[config.mk]
export PLATFORM = sky130hd
export DESIGN_NAME = wash_sequencer
export DESIGN_NICKNAME = d
export VERILOG_FILES = /design/src/rtl/wash_sequencer.sv
export SDC_FILE = /design/constraint.sdc
export NUM_CORES = 1
export LEC_CHECK = 0
export ABC_AREA = 1
export ABC_CLOCK_PERIOD_IN_PS = 4900
export CAP_MARGIN = 20
export CORE_ASPECT_RATIO = 1.1
export CORE_UTILIZATION = 45
export CTS_CLUSTER_DIAMETER = 80
export DETAILED_ROUTE_END_ITERATION = 16
export PLACE_DENSITY = 0.65
export SLEW_MARGIN = 0
export SYNTH_ARGS = -nofsm -noshare
export SYNTH_HDL_FRONTEND = slang
export SYNTH_SLANG_ARGS = --single-unit
[constraint.sdc]
create_clock -name clk -period 4.9 [get_ports clk]
set_clock_uncertainty 0.05 [all_clocks]
set_input_delay 0.98 -clock clk [delete_from_list [all_inputs] [get_ports clk]]
set_output_delay 0.98 -clock clk [all_outputs]
set_load 0.02 [all_outputs]
[src/rtl/wash_sequencer.sv]
// wash_sequencer: washing-machine program sequencer (fill/agitate/drain/spin) with pause and time accounting
// Ports: clk, reset (async active-low); tick (1 per machine second), start, pause (toggle), weight, mode (one-hot program)
//        running/paused/done, fill_valve/drain_valve/motor, stage, rinse_idx, water_level, elapsed_time, total_time
module wash_sequencer #(
    parameter int TIME_W   = 8,
    parameter int WEIGHT_W = 3,
    parameter int RINSE_N  = 2,
    parameter int FILL_K   = 2,
    parameter int WASH_K   = 2,
    parameter int RINSE_K  = 1,
    parameter int SPIN_K   = 1
) (
    input  logic                clk,
    input  logic                reset,
    input  logic                tick,
    input  logic                start,
    input  logic                pause,
    input  logic [WEIGHT_W-1:0] weight,
    input  logic [5:0]          mode,
    output logic                running,
    output logic                paused,
    output logic                done,
    output logic                fill_valve,
    output logic                drain_valve,
    output logic                motor,
    output logic [1:0]          stage,
    output logic [2:0]          rinse_idx,
    output logic [7:0]          water_level,
    output logic [TIME_W-1:0]   elapsed_time,
    output logic [TIME_W-1:0]   total_time
);
    localparam logic [2:0] IDLE = 3'd0, FILL = 3'd1, AGITATE = 3'd2, DRAIN = 3'd3, SPIN = 3'd4, DONE = 3'd5;
    localparam logic [15:0] TMAX = 16'((1 << TIME_W) - 1);
    localparam logic [TIME_W-1:0] ONE = 1;

    function automatic logic [7:0] fill_tgt(input logic [WEIGHT_W-1:0] x);
        logic [15:0] p;
        p = 16'(FILL_K) * 16'(x);
        return (p > 16'd255) ? 8'hff : p[7:0];
    endfunction

    logic [2:0] state, state_n;
    logic [1:0] stage_n;
    logic [2:0] ridx_n;
    logic [7:0] water_n, tgt;
    logic [15:0] cnt, cnt_n, cnt_inc, w_in, w_lt, tgt_in, tot16, agit_len, spin_len;
    logic [TIME_W-1:0] el_n, tot_n;
    logic [WEIGHT_W-1:0] wl, wl_n;
    logic hr, hs, hr_n, hs_n, pz_n, hw_i, hr_i, hs_i, ok, act_n;

    assign hw_i = mode[5] | mode[4] | mode[3];
    assign hr_i = mode[5] | mode[3] | mode[2] | mode[1];
    assign hs_i = mode[5] | mode[1] | mode[0];
    assign ok = (weight != '0) && (mode != 6'd0) && ((mode & (mode - 6'd1)) == 6'd0);
    assign w_in = 16'(weight);
    assign w_lt = 16'(wl);
    assign tgt_in = {8'd0, fill_tgt(weight)};
    assign tgt = fill_tgt(wl);
    // Each fill/drain pair costs twice the fill target in ticks
    assign tot16 = (hw_i ? 16'd2 * tgt_in + 16'(WASH_K) * w_in : 16'd0)
                 + (hr_i ? 16'(RINSE_N) * (16'd2 * tgt_in + 16'(RINSE_K) * w_in) : 16'd0)
                 + (hs_i ? 16'(SPIN_K) * w_in : 16'd0);
    assign agit_len = (stage == 2'd1) ? 16'(WASH_K) * w_lt : 16'(RINSE_K) * w_lt;
    assign spin_len = 16'(SPIN_K) * w_lt;
    assign cnt_inc = cnt + 16'd1;

    always_comb begin
        state_n = state;
        stage_n = stage;
        ridx_n  = rinse_idx;
        water_n = water_level;
        cnt_n   = cnt;
        el_n    = elapsed_time;
        tot_n   = total_time;
        wl_n    = wl;
        hr_n    = hr;
        hs_n    = hs;
        pz_n    = paused;
        if (state == IDLE || state == DONE) begin
            if (start && ok) begin
                wl_n    = weight;
                hr_n    = hr_i;
                hs_n    = hs_i;
                el_n    = '0;
                tot_n   = (tot16 > TMAX) ? '1 : tot16[TIME_W-1:0];
                water_n = 8'd0;
                cnt_n   = 16'd0;
                state_n = (hw_i || hr_i) ? FILL : SPIN;
                stage_n = hw_i ? 2'd1 : hr_i ? 2'd2 : 2'd3;
                ridx_n  = (!hw_i && hr_i) ? 3'd1 : 3'd0;
            end
        end else if (pause) begin
            // pause wins over a coincident tick, which is simply dropped
            pz_n = !paused;
        end else if (tick && !paused) begin
            el_n = (elapsed_time == '1) ? elapsed_time : elapsed_time + ONE;
            case (state)
                FILL: begin
                    water_n = water_level + 8'd1;
                    if (water_n >= tgt) begin
                        state_n = AGITATE;
                        cnt_n   = 16'd0;
                    end
                end
                AGITATE: begin
                    cnt_n = cnt_inc;
                    if (cnt_inc >= agit_len) begin
                        state_n = DRAIN;
                        cnt_n   = 16'd0;
                    end
                end
                DRAIN: begin
                    water_n = water_level - 8'd1;
                    if (water_n == 8'd0) begin
                        if ((stage == 2'd1 && hr) || (stage == 2'd2 && rinse_idx < 3'(RINSE_N))) begin
                            state_n = FILL;
                            stage_n = 2'd2;
                            ridx_n  = rinse_idx + 3'd1;
                        end else begin
                            state_n = hs ? SPIN : DONE;
                            stage_n = hs ? 2'd3 : 2'd0;
                            ridx_n  = 3'd0;
                        end
                    end
                end
                SPIN: begin
                    cnt_n = cnt_inc;
                    if (cnt_inc >= spin_len) begin
                        state_n = DONE;
                        stage_n = 2'd0;
                        cnt_n   = 16'd0;
                    end
                end
                default: ;
            endcase
        end
    end

    assign act_n = (state_n == FILL) || (state_n == AGITATE) || (state_n == DRAIN) || (state_n == SPIN);

    // Control outputs are registered from the next state so they track the FSM without input-to-output paths
    always_ff @(posedge clk or negedge reset) begin
        if (!reset) begin
            state        <= IDLE;
            stage        <= 2'd0;
            rinse_idx    <= 3'd0;
            water_level  <= 8'd0;
            cnt          <= 16'd0;
            elapsed_time <= '0;
            total_time   <= '0;
            wl           <= '0;
            hr           <= 1'b0;
            hs           <= 1'b0;
            paused       <= 1'b0;
            running      <= 1'b0;
            done         <= 1'b0;
            fill_valve   <= 1'b0;
            drain_valve  <= 1'b0;
            motor        <= 1'b0;
        end else begin
            state        <= state_n;
            stage        <= stage_n;
            rinse_idx    <= ridx_n;
            water_level  <= water_n;
            cnt          <= cnt_n;
            elapsed_time <= el_n;
            total_time   <= tot_n;
            wl           <= wl_n;
            hr           <= hr_n;
            hs           <= hs_n;
            paused       <= pz_n;
            running      <= act_n;
            done         <= state_n == DONE;
            fill_valve   <= (state_n == FILL) && !pz_n;
            drain_valve  <= ((state_n == DRAIN) || (state_n == SPIN)) && !pz_n;
            motor        <= ((state_n == AGITATE) || (state_n == SPIN)) && !pz_n;
        end
    end
endmodule
### Yosys cells after proc, flatten, opt, wreduce, memory -nomap -nowiden

Cells that the tools add are included.

* flip-flop bits (word level): 59
* word-level logic and storage cells: 151

* add/sub/neg operators: 10
* $lt $le $gt $ge: 5
* equality and inequality tests: 19
* mux-type cells: 55
* bitwise logic cells: 8
* reduce and logical (&&, ||, !) cells: 38

Operators by type and width (number)
* 16-bit 2-to-1 mux: 7
* 8-bit 2-to-1 mux: 9
* 3-bit 2-to-1 mux: 18
* 16-bit case mux with 3 select lines: 1
* 2-bit 2-to-1 mux: 9
* 16-bit by 1-bit adder with 16-bit output, second input constant: 1
* 8-bit by 1-bit adder with 8-bit output, second input constant: 2
* 16-bit by 3-bit >= comparator with 1-bit output: 1
* 16-bit by 4-bit >= comparator with 1-bit output: 1
* 8-bit case mux with 2 select lines: 1
* 3-bit by 2-bit == test with 1-bit output, second input constant: 4
* 3-bit == test, second input constant: 4
* 3-bit case mux with 4 select lines: 1
* 1-bit logical AND: 10
* 5-bit AND reduction: 2
* 8-bit by 3-bit adder with 9-bit output: 1
* 9-bit by 8-bit greater-than comparator with 1-bit output, second input constant: 1
* 3-bit inequality test, second input constant: 3
* 3-bit nonzero test: 3
* 6-bit by 7-bit adder with 8-bit output: 1
* 8-bit == test, second input constant: 1
* 8-bit by 4-bit >= comparator with 1-bit output: 1
* 8-bit zero test: 1
* 1-bit logical OR: 8
* other kinds (27): 44

### Logic depth before layout (Yosys ltp)

Gate-level depths: netlist of the first run.

* depth after elaboration: 13
* gate-level depth with buffers: 21

### Worst setup path before layout of the first run

No wires, ideal clock.

* path kind: input-to-reg
* from: input port mode[5]
* to: register total_time[6]
* library setup time: 0.132 ns
* arrival time: 3.138 ns
* data required time: 4.718 ns
* slack: 1.580 ns
* cell stages on the path: 11
* buffers on the path: 0
* cells stage by stage: or2_1 > nor2_1 > nor2_1 > fa_1 > ha_1 > fa_1 > a21oi_1 > nor2_1 > nor2_1 > xor2_1 > o21ai_0

* cells in the longest elaborated chain, start to end: 8

RTL lines
* start, declared: line 19 `input logic [5:0] mode,`
* 1-bit OR (3 in a row): line 52 `assign hr_i = mode[5] | mode[3] | mode[2] | mode[1];`
* 7-bit 2-to-1 mux: line 61 `+ (hr_i ? 16'(RINSE_N) * (16'd2 * tgt_in + 16'(RINSE_K) * w_in) : 16'd0)`
* 6-bit by 7-bit adder with 8-bit output: line 61
* 8-bit by 3-bit adder with 9-bit output: line 62 `+ (hs_i ? 16'(SPIN_K) * w_in : 16'd0);`
* 9-bit by 8-bit greater-than comparator with 1-bit output: line 85 `tot_n = (tot16 > TMAX) ? '1 : tot16[TIME_W-1:0];`
* 8-bit 2-to-1 mux: line 85
* end signal, assigned: line 167 `total_time <= tot_n;`
* end, declared: line 30 `output logic [TIME_W-1:0] total_time`

Parallel ways exist; a longest one is shown, timed or not.
A chain may end at the register's enable or synchronous reset.

### Worst setup path after layout of the first run

* from: input port weight[1]
* to: register total_time[6]

* cells in the longest elaborated chain, start to end: 6

RTL lines
* start, declared: line 18 `input logic [WEIGHT_W-1:0] weight,`
* 5-bit by 4-bit adder with 6-bit output or 5-bit by 3-bit adder with 6-bit output (tied branches): line 60, 61
* 6-bit 2-to-1 mux or 7-bit 2-to-1 mux (tied branches): line 60, 61
* 6-bit by 7-bit adder with 8-bit output: line 61
* 8-bit by 3-bit adder with 9-bit output: line 62
* 9-bit by 8-bit greater-than comparator with 1-bit output: line 85
* 8-bit 2-to-1 mux: line 85

Parallel ways exist; a longest one is shown, timed or not.

==> results of run 1 <==
[synthesized netlist by cell type, drive strengths merged]
library cell	n	area share, %
a21boi	1	0.18
inv	99	8.7
a32oi	1	0.21
nand4	7	1.0
o21a	2	0.35
clkinv	1	0.088
dfrtp	59	35
or2	1	0.15
nand3	36	4.2
xor2	7	1.4
buf	6	1.1
ha	30	8.8
a31o	1	0.21
fa	4	1.9
o31ai	2	0.35
a31oi	3	0.80
o22ai	4	0.59
o211ai	1	0.18
o21ai	48	5.8
clkbuf	2	0.18
a22oi	2	0.35
nor2	91	9.0
a21o	1	0.18
nor3	12	1.8
o2111ai	3	0.62
a21oi	18	2.1
xnor2	2	0.41
a211oi	2	0.35
nand2	156	14
[area by class of cell]
cell class,instances,area (sq um)
Timing Repair Buffer,51,498
Clock inverter,5,77.6
Tap cell,114,143
Clock buffer,10,138
Inverter,100,375
Fill cell,897,3960
Sequential cell,59,1480
Multi-Input combinational cell,435,2340
[power groups by stage]
stage | clock [mW] | combinational, mW | sequential [mW]
after floorplan | 0 | 0.936 | 0.977
after global placement | 0 | 1.49 | 0.885
after detailed placement | 0 | 1.51 | 0.889
after CTS | 0.509 | 1.52 | 0.881
after global routing | 0.526 | 1.72 | 0.913
final | 0.496 | 1.51 | 0.881
[final timing paths]
check	slack, ns	end	cells after the start
worst max-delay path	1.22	total_time[6]	13
worst min-delay path	0.42	total_time[2]	2
worst max register to register	2.31	fill_valve	17
worst min register to register	0.42	total_time[2]	2
max in group asynchronous	3.56	state[2]	2
min in group asynchronous	0.75	water_level[3]	2
[registers in the layout, indices dropped and copies added, names as in the netlist]
| name | flops |
|---|---|
| paused | 1 |
| done | 1 |
| motor | 1 |
| rinse_idx | 3 |
| elapsed_time | 8 |
| water_level | 8 |
| cnt | 16 |
| hs | 1 |
| wl | 3 |
| total_time | 8 |
| drain_valve | 1 |
| stage | 2 |
| fill_valve | 1 |
| hr | 1 |
| state | 3 |
| running | 1 |
[kinds of logic (layout without fill, tap and decap cells)]
logic type | count (synthesis) | count (layout)
DFF | 59 | 59
and+or+nand+nor | 303 | 303
adders and majority gates | 34 | 34
AOI/OAI and AO/OA | 89 | 89
xor gates and xnor gates | 9 | 9
buffers and inverters | 108 | 166
[metal layers]
layer	vias to the layer above	track usage, %	wire [um]
li1	2031	-	-
met1	1798	27.1	4430
met2	57	34.6	4500
met3	17	3.80	295
met4	0	8.23	176
met5	-	0	0
[through the flow]
step / hold slack [ns] / setup WS (ns) / area [sq um]
detailed placement: 0.411 / 0.830 / 4840
global route: 0.464 / 0.957 / 5050
floorplan: 0.403 / 1.58 / 4250
global placement: 0.406 / 0.941 / 4840
CTS: 0.427 / 1.20 / 5050
finish: 0.425 / 1.22 / 5050
[worst max-delay path: cells and delay by family]
kind            cells  cell delay (ns)
compound gates      2             0.24
buf+inv             3             0.80
fa+ha+maj           4             1.37
simple gates        3             0.31
xor+xnor            1             0.14
==> run_summary.xml, run 1 <==
<?xml version="1.0" encoding="UTF-8"?>
<metrics>
  <group name="worst_setup_path">
    <metric name="worst-endpoint-arrival" unit="ns">3.84</metric>
    <metric name="max_stage_delay" unit="ns">0.63</metric>
    <metric name="worstSetupStartpoint" unit="">weight[1]</metric>
    <metric name="crit_path_top_delay_cell" unit="">sky130_fd_sc_hd__clkdlybuf4s50_1</metric>
    <metric name="cp-start-kind" unit="">primary input</metric>
    <metric name="worst-endpoint-required" unit="ns">5.06</metric>
    <metric name="reg2reg_from" unit="">water_level[0]</metric>
    <metric name="crit_top_cell" unit="">sky130_fd_sc_hd__nor2_1</metric>
    <metric name="path_cells" unit="">clkdlybuf4s50_1, inv_1, ha_1, inv_1, nor2_1, fa_1, ha_1, fa_1, a21oi_1, nor2_1, nor2_1, xor2_1, o21ai_0</metric>
    <metric name="worst-path-max-fanout" unit="">7</metric>
    <metric name="worst-setup-path-type" unit="">in2reg</metric>
    <metric name="end_kind" unit="">flop</metric>
  </group>
  <group name="flow_run">
    <metric name="drv.max_cap_violation_count" unit="">0</metric>
  </group>
  <group name="logic_synthesis">
    <metric name="yosys-mux-area-fraction" unit="%">0</metric>
    <metric name="warning_count_from_the_yosys_run" unit="">0</metric>
    <metric name="synth-seq-cells" unit="">59</metric>
    <metric name="synth-compound-area-share" unit="%">12.3</metric>
    <metric name="syn_area_per_cell" unit="sq um">7.06</metric>
    <metric name="synth.lib_cells_used.distinct" unit="">40</metric>
    <metric name="synth_xor_xnor_area_share" unit="%">1.86</metric>
    <metric name="combinational_family_with_the_most_area_after_synthesis" unit="">simple AND/OR/NAND/NOR gates</metric>
    <metric name="synthesis.nets" unit="">650</metric>
    <metric name="post_synth_and_or_nand_nor_area_fraction" unit="%">30.3</metric>
    <metric name="synthesis.instances" unit="">602</metric>
    <metric name="synth-seq-area-share" unit="%">34.8</metric>
    <metric name="synth_fa_ha_area_share" unit="%">10.7</metric>
    <metric name="mappedNetlistArea" unit="sq mm">0.00425</metric>
  </group>
  <group name="power">
    <metric name="leakage" unit="nW">2.52</metric>
    <metric name="p_sw_share" unit="%">46.0</metric>
    <metric name="internal_power" unit="mW">1.56</metric>
    <metric name="power_frac_clock" unit="%">17.2</metric>
    <metric name="power.total" unit="mW">2.88</metric>
    <metric name="vdd_drop_max" unit="uV">233</metric>
    <metric name="proportion_of_power_drawn_by_flip_flops_and_latches" unit="%">30.5</metric>
    <metric name="power.density_cell_area" unit="mW/mm^2">571</metric>
    <metric name="p_sw" unit="mW">1.33</metric>
    <metric name="power.share.combinational" unit="%">52.3</metric>
  </group>
  <group name="cells_and_area">
    <metric name="fraction_of_layout_instances_using_a_drive_strength_above_1" unit="%">6.97</metric>
    <metric name="leading_cell_type_in_the_layout_fill_and_taps_excluded" unit="">sky130_fd_sc_hd__nand2_1</metric>
    <metric name="post_layout_nonfiller_instances" unit="">774</metric>
    <metric name="nNetsFinal" unit="">704</metric>
    <metric name="flow.area_growth_from_synthesis" unit="%">18.9</metric>
    <metric name="util_after_layout" unit="%">56.1</metric>
    <metric name="final_cell_mix" unit="">sky130_fd_sc_hd__nand2_1 (151), sky130_fd_sc_hd__inv_1 (91), sky130_fd_sc_hd__nor2_1 (83)</metric>
    <metric name="diodes" unit="">0</metric>
  </group>
  <group name="drt">
    <metric name="routed_wl" unit="um">9400</metric>
    <metric name="final_antenna_net_count" unit="">0</metric>
    <metric name="post_drt_via_cell_ratio" unit="">5.04</metric>
    <metric name="drt_pre_antenna_iters" unit="">4</metric>
    <metric name="post-route-drc-count" unit="">0</metric>
    <metric name="drt_iter0_markers" unit="">134</metric>
    <metric name="routed-via-count" unit="">3903</metric>
    <metric name="routed_wire_length_per_instance" unit="um">12.1</metric>
  </group>
  <group name="timing">
    <metric name="worst_pin_slew" unit="ns">0.820</metric>
    <metric name="final_hold_violations" unit="">0</metric>
    <metric name="period_share" unit="%">75.0</metric>
    <metric name="max_clock_freq" unit="GHz">0.272</metric>
    <metric name="tightest_slew_margin_relative_to_the_limit" unit="%">45.0</metric>
    <metric name="maxSlewViolCount" unit="">0</metric>
    <metric name="setup_violators_final" unit="">0</metric>
    <metric name="setup_repair_after_global_routing_missed_its_margin" unit="">no</metric>
    <metric name="totalNegativeSetupSlack" unit="ns">0</metric>
    <metric name="finalWorstPathRequiredPeriod" unit="ns">3.68</metric>
  </group>
  <group name="clocking">
    <metric name="cts_hold_buffers" unit="">0</metric>
    <metric name="cts.htree.levels" unit="">3</metric>
    <metric name="cts_num_sinks" unit="">59</metric>
    <metric name="cts-root-buf" unit="">sky130_fd_sc_hd__clkbuf_8</metric>
    <metric name="worstSkewPairLatency" unit="ns">0.34</metric>
    <metric name="cts_repair_resize_count" unit="">0</metric>
    <metric name="cts_tree" unit="">built</metric>
    <metric name="clock_buffer_count_from_cts" unit="">9</metric>
    <metric name="clk_path_buf_depth" unit="">2</metric>
    <metric name="clk_pin_slew" unit="ns">0.07</metric>
    <metric name="cts_setup_buffers" unit="">0</metric>
  </group>
  <group name="floorplanning">
    <metric name="core_area" unit="sq mm">0.00901</metric>
    <metric name="chip_height" unit="um">104</metric>
    <metric name="die-area" unit="sq mm">0.00983</metric>
    <metric name="die_x" unit="um">94.6</metric>
    <metric name="top_level_ports" unit="">49</metric>
    <metric name="start_util" unit="%">47.2</metric>
    <metric name="fp-row-count" unit="">36</metric>
  </group>
  <group name="placement">
    <metric name="portBuffers" unit="">48</metric>
    <metric name="gp_routability_congestion" unit="">0.813</metric>
    <metric name="dp.final_hpwl" unit="um">7250</metric>
    <metric name="number_of_placed_cells_counting_well_taps" unit="">759</metric>
  </group>
  <group name="global_routing">
    <metric name="grt_start_max_net_pins" unit="">60</metric>
    <metric name="overflow_after_grt" unit="">0</metric>
    <metric name="first_global_vias" unit="">3760</metric>
    <metric name="grt_pass1_wl" unit="um">16600</metric>
    <metric name="grtUsageTotal" unit="%">21.1</metric>
    <metric name="antenna_found_initial" unit="">0</metric>
  </group>
  <group name="min_path">
    <metric name="min_from" unit="">total_time[2]</metric>
    <metric name="holdCritPathClass" unit="">reg2reg</metric>
  </group>
  <group name="status">
    <metric name="status" unit="">complete, no violations</metric>
  </group>
</metrics>
Power figures use the tool's default switching activity.
==> inputs of run 2 (changes only) <==
--- a/config.mk
+++ b/config.mk
@@ -6,7 +6,7 @@
 export NUM_CORES = 1
 export LEC_CHECK = 0
 export ABC_AREA = 1
-export ABC_CLOCK_PERIOD_IN_PS = 4900
+export ABC_CLOCK_PERIOD_IN_PS = 3680
 export CAP_MARGIN = 20
 export CORE_ASPECT_RATIO = 1.1
 export CORE_UTILIZATION = 45
==> constraint.sdc (replaced) <==
create_clock -name clk -period 3.68 [get_ports clk]
set_clock_uncertainty 0.05 [all_clocks]
set_input_delay 0.736 -clock clk [delete_from_list [all_inputs] [get_ports clk]]
set_output_delay 0.736 -clock clk [all_outputs]
set_load 0.02 [all_outputs]
==> run 2 against run 1 <==
  * Sequential power rose by 34%
  * Total power rose by 31%
  * Worst hold slack got worse by 0.094 ns
  * Critical path depth did not move
  * Via count fell by 0.92%
  * First-iteration DRC count fell by 10%
  * Global-route usage rose by 0.38 points
  * Sequential cell count did not move
  * Clock power rose by 16%
  * Clock-buffer cell count did not move
  * Cell count rose by 0.90%
  * Combinational power rose by 34%
  * Critical path type unchanged
  * Highest routed layer unchanged
==> run_summary.xml, run 2 (same netlist as run 1, synthesis figures left out) <==
<?xml version="1.0" encoding="UTF-8"?>
<metrics>
  <group name="status">
    <metric name="status" unit="">complete, no violations</metric>
  </group>
  <group name="timing">
    <metric name="period_share" unit="%">86.8</metric>
    <metric name="setup_violators_final" unit="">0</metric>
    <metric name="max_clock_freq" unit="GHz">0.313</metric>
    <metric name="tightest_slew_margin_relative_to_the_limit" unit="%">45.2</metric>
    <metric name="finalWorstPathRequiredPeriod" unit="ns">3.19</metric>
    <metric name="maxSlewViolCount" unit="">0</metric>
    <metric name="setup_repair_after_global_routing_missed_its_margin" unit="">no</metric>
    <metric name="totalNegativeSetupSlack" unit="ns">0</metric>
    <metric name="worst_pin_slew" unit="ns">0.817</metric>
    <metric name="final_hold_violations" unit="">0</metric>
  </group>
  <group name="floorplanning">
    <metric name="die_x" unit="um">94.6</metric>
    <metric name="chip_height" unit="um">104</metric>
    <metric name="start_util" unit="%">47.2</metric>
    <metric name="core_area" unit="sq mm">0.00901</metric>
    <metric name="top_level_ports" unit="">49</metric>
    <metric name="fp-row-count" unit="">36</metric>
    <metric name="die-area" unit="sq mm">0.00983</metric>
  </group>
  <group name="drt">
    <metric name="post_drt_via_cell_ratio" unit="">4.95</metric>
    <metric name="drt_iter0_markers" unit="">120</metric>
    <metric name="routed-via-count" unit="">3867</metric>
    <metric name="final_antenna_net_count" unit="">0</metric>
    <metric name="routed_wl" unit="um">9570</metric>
    <metric name="drt_pre_antenna_iters" unit="">4</metric>
    <metric name="routed_wire_length_per_instance" unit="um">12.3</metric>
    <metric name="post-route-drc-count" unit="">0</metric>
  </group>
  <group name="power">
    <metric name="proportion_of_power_drawn_by_flip_flops_and_latches" unit="%">31.1</metric>
    <metric name="p_sw_share" unit="%">47.0</metric>
    <metric name="power.density_cell_area" unit="mW/mm^2">743</metric>
    <metric name="p_sw" unit="mW">1.78</metric>
    <metric name="internal_power" unit="mW">2.00</metric>
    <metric name="leakage" unit="nW">2.54</metric>
    <metric name="power_frac_clock" unit="%">15.2</metric>
    <metric name="vdd_drop_max" unit="uV">265</metric>
    <metric name="power.share.combinational" unit="%">53.6</metric>
  </group>
  <group name="worst_setup_path">
    <metric name="worst-endpoint-arrival" unit="ns">3.36</metric>
    <metric name="worst-path-max-fanout" unit="">3</metric>
    <metric name="worst-setup-path-type" unit="">in2reg</metric>
    <metric name="cp-start-kind" unit="">primary input</metric>
    <metric name="worst-endpoint-required" unit="ns">3.85</metric>
    <metric name="end_kind" unit="">flop</metric>
  </group>
  <group name="clocking">
    <metric name="clock_buffer_count_from_cts" unit="">9</metric>
    <metric name="cts_setup_buffers" unit="">0</metric>
    <metric name="worstSkewPairLatency" unit="ns">0.35</metric>
    <metric name="cts_num_sinks" unit="">59</metric>
    <metric name="cts_hold_buffers" unit="">0</metric>
    <metric name="clk_path_buf_depth" unit="">2</metric>
    <metric name="cts.htree.levels" unit="">3</metric>
    <metric name="cts_tree" unit="">built</metric>
    <metric name="cts-root-buf" unit="">sky130_fd_sc_hd__clkbuf_8</metric>
    <metric name="clk_pin_slew" unit="ns">0.07</metric>
    <metric name="cts_repair_resize_count" unit="">0</metric>
  </group>
  <group name="global_routing">
    <metric name="grt_start_max_net_pins" unit="">26</metric>
    <metric name="grt_pass1_wl" unit="um">16800</metric>
    <metric name="grtUsageTotal" unit="%">21.5</metric>
    <metric name="overflow_after_grt" unit="">0</metric>
    <metric name="first_global_vias" unit="">3767</metric>
    <metric name="antenna_found_initial" unit="">0</metric>
  </group>
  <group name="placement">
    <metric name="dp.final_hpwl" unit="um">7560</metric>
    <metric name="number_of_placed_cells_counting_well_taps" unit="">766</metric>
    <metric name="portBuffers" unit="">48</metric>
    <metric name="gp_routability_congestion" unit="">0.827</metric>
  </group>
  <group name="cells_and_area">
    <metric name="max_ffs_per_register" unit="">16</metric>
    <metric name="multi_input_comb_area" unit="sq mm">0.00234</metric>
    <metric name="leading_cell_type_in_the_layout_fill_and_taps_excluded" unit="">sky130_fd_sc_hd__nand2_1</metric>
    <metric name="post_layout_nonfiller_instances" unit="">781</metric>
    <metric name="regArea" unit="sq mm">0.00148</metric>
    <metric name="nNetsFinal" unit="">711</metric>
    <metric name="largest_register" unit="">cnt</metric>
    <metric name="final_cell_mix" unit="">sky130_fd_sc_hd__nand2_1 (151), sky130_fd_sc_hd__inv_1 (91), sky130_fd_sc_hd__nor2_1 (83)</metric>
    <metric name="final.fill_count" unit="">877</metric>
    <metric name="fraction_of_layout_instances_using_a_drive_strength_above_1" unit="%">7.80</metric>
    <metric name="flow.area_growth_from_synthesis" unit="%">19.7</metric>
    <metric name="diodes" unit="">0</metric>
  </group>
  <group name="flow_run">
    <metric name="drv.max_cap_violation_count" unit="">0</metric>
  </group>
  <group name="min_path">
    <metric name="holdCritPathClass" unit="">in2async</metric>
  </group>
</metrics>
run 2: cell count changes in the layout (fill, tap and decap cells not counted), sizes merged:
cell      delta
buf          +7
bufinv       -1
clkinvlp     +1
run 2: routing by layer:
metal / up-vias / global-route usage [%] / routed length (um) / share of wire, %
met5: - / 0 / 0 / 0
met4: 0 / 6.71 / 133 / 1.4
met3: 11 / 4.02 / 313 / 3.3
met2: 58 / 35.6 / 4570 / 48
met1: 1758 / 27.9 / 4560 / 48
li1: 2040 / - / - / -
run 2: worst max-delay path: stages:
cell	delay, ns
sky130_fd_sc_hd__clkdlybuf4s50_1	0.50
sky130_fd_sc_hd__inv_1	0.08
sky130_fd_sc_hd__ha_1	0.27
sky130_fd_sc_hd__inv_1	0.03
sky130_fd_sc_hd__nor2_1	0.14
sky130_fd_sc_hd__fa_1	0.43
sky130_fd_sc_hd__ha_1	0.24
sky130_fd_sc_hd__fa_1	0.40
sky130_fd_sc_hd__a21oi_1	0.15
sky130_fd_sc_hd__nor2_1	0.05
sky130_fd_sc_hd__nor2_1	0.10
sky130_fd_sc_hd__xor2_1	0.14
sky130_fd_sc_hd__o21ai_0	0.09
run 2: area by class of cell:
type / count / share of cell area [%]
flip-flops and latches: 59 / 29.0
clock inverters: 5 / 1.08
multi-input cells: 435 / 46.1
clock buffers: 10 / 2.51
inverters: 100 / 7.38
well taps: 114 / 2.81
repair buffers: 58 / 11.1
run 2: final timing paths:
kind | slack, ns | to | startpoint | cells past startpoint
hold reg to reg | 0.43 | total_time[3] | total_time[3] | 2
setup / recovery | 0.49 | total_time[6] | weight[1] | 13
hold / removal | 0.33 | cnt[8] | reset | 1
setup reg to reg | 1.07 | cnt[0] | water_level[0] | 14
min in group clk | 0.43 | total_time[3] | total_time[3] | 2
max in group asynchronous | 2.64 | cnt[1] | reset | 2
run 2: power groups by stage:
stage	sequential (mW)	combinational (mW)	clock [mW]
after floorplan	1.30	1.25	0
after global placement	1.18	1.99	0
after detailed placement	1.19	2.04	0
after CTS	1.18	2.04	0.587
after global routing	1.22	2.31	0.614
final	1.18	2.03	0.576
run 2: metrics by stage:
stage	utilization [%]	hold WS [ns]	instance area, sq um	setup WS, ns	power, mW
6_report	56.4	0.331	5080	0.486	3.78
5_1_grt	56.4	0.375	5080	0.244	4.14
4_1_cts	56.4	0.346	5080	0.473	3.81
3_5_place_dp	54.4	0.416	4900	0.104	3.22
3_3_place_gp	54.2	0.409	4880	0.145	3.17
2_1_floorplan	-	0.390	4250	0.604	2.55
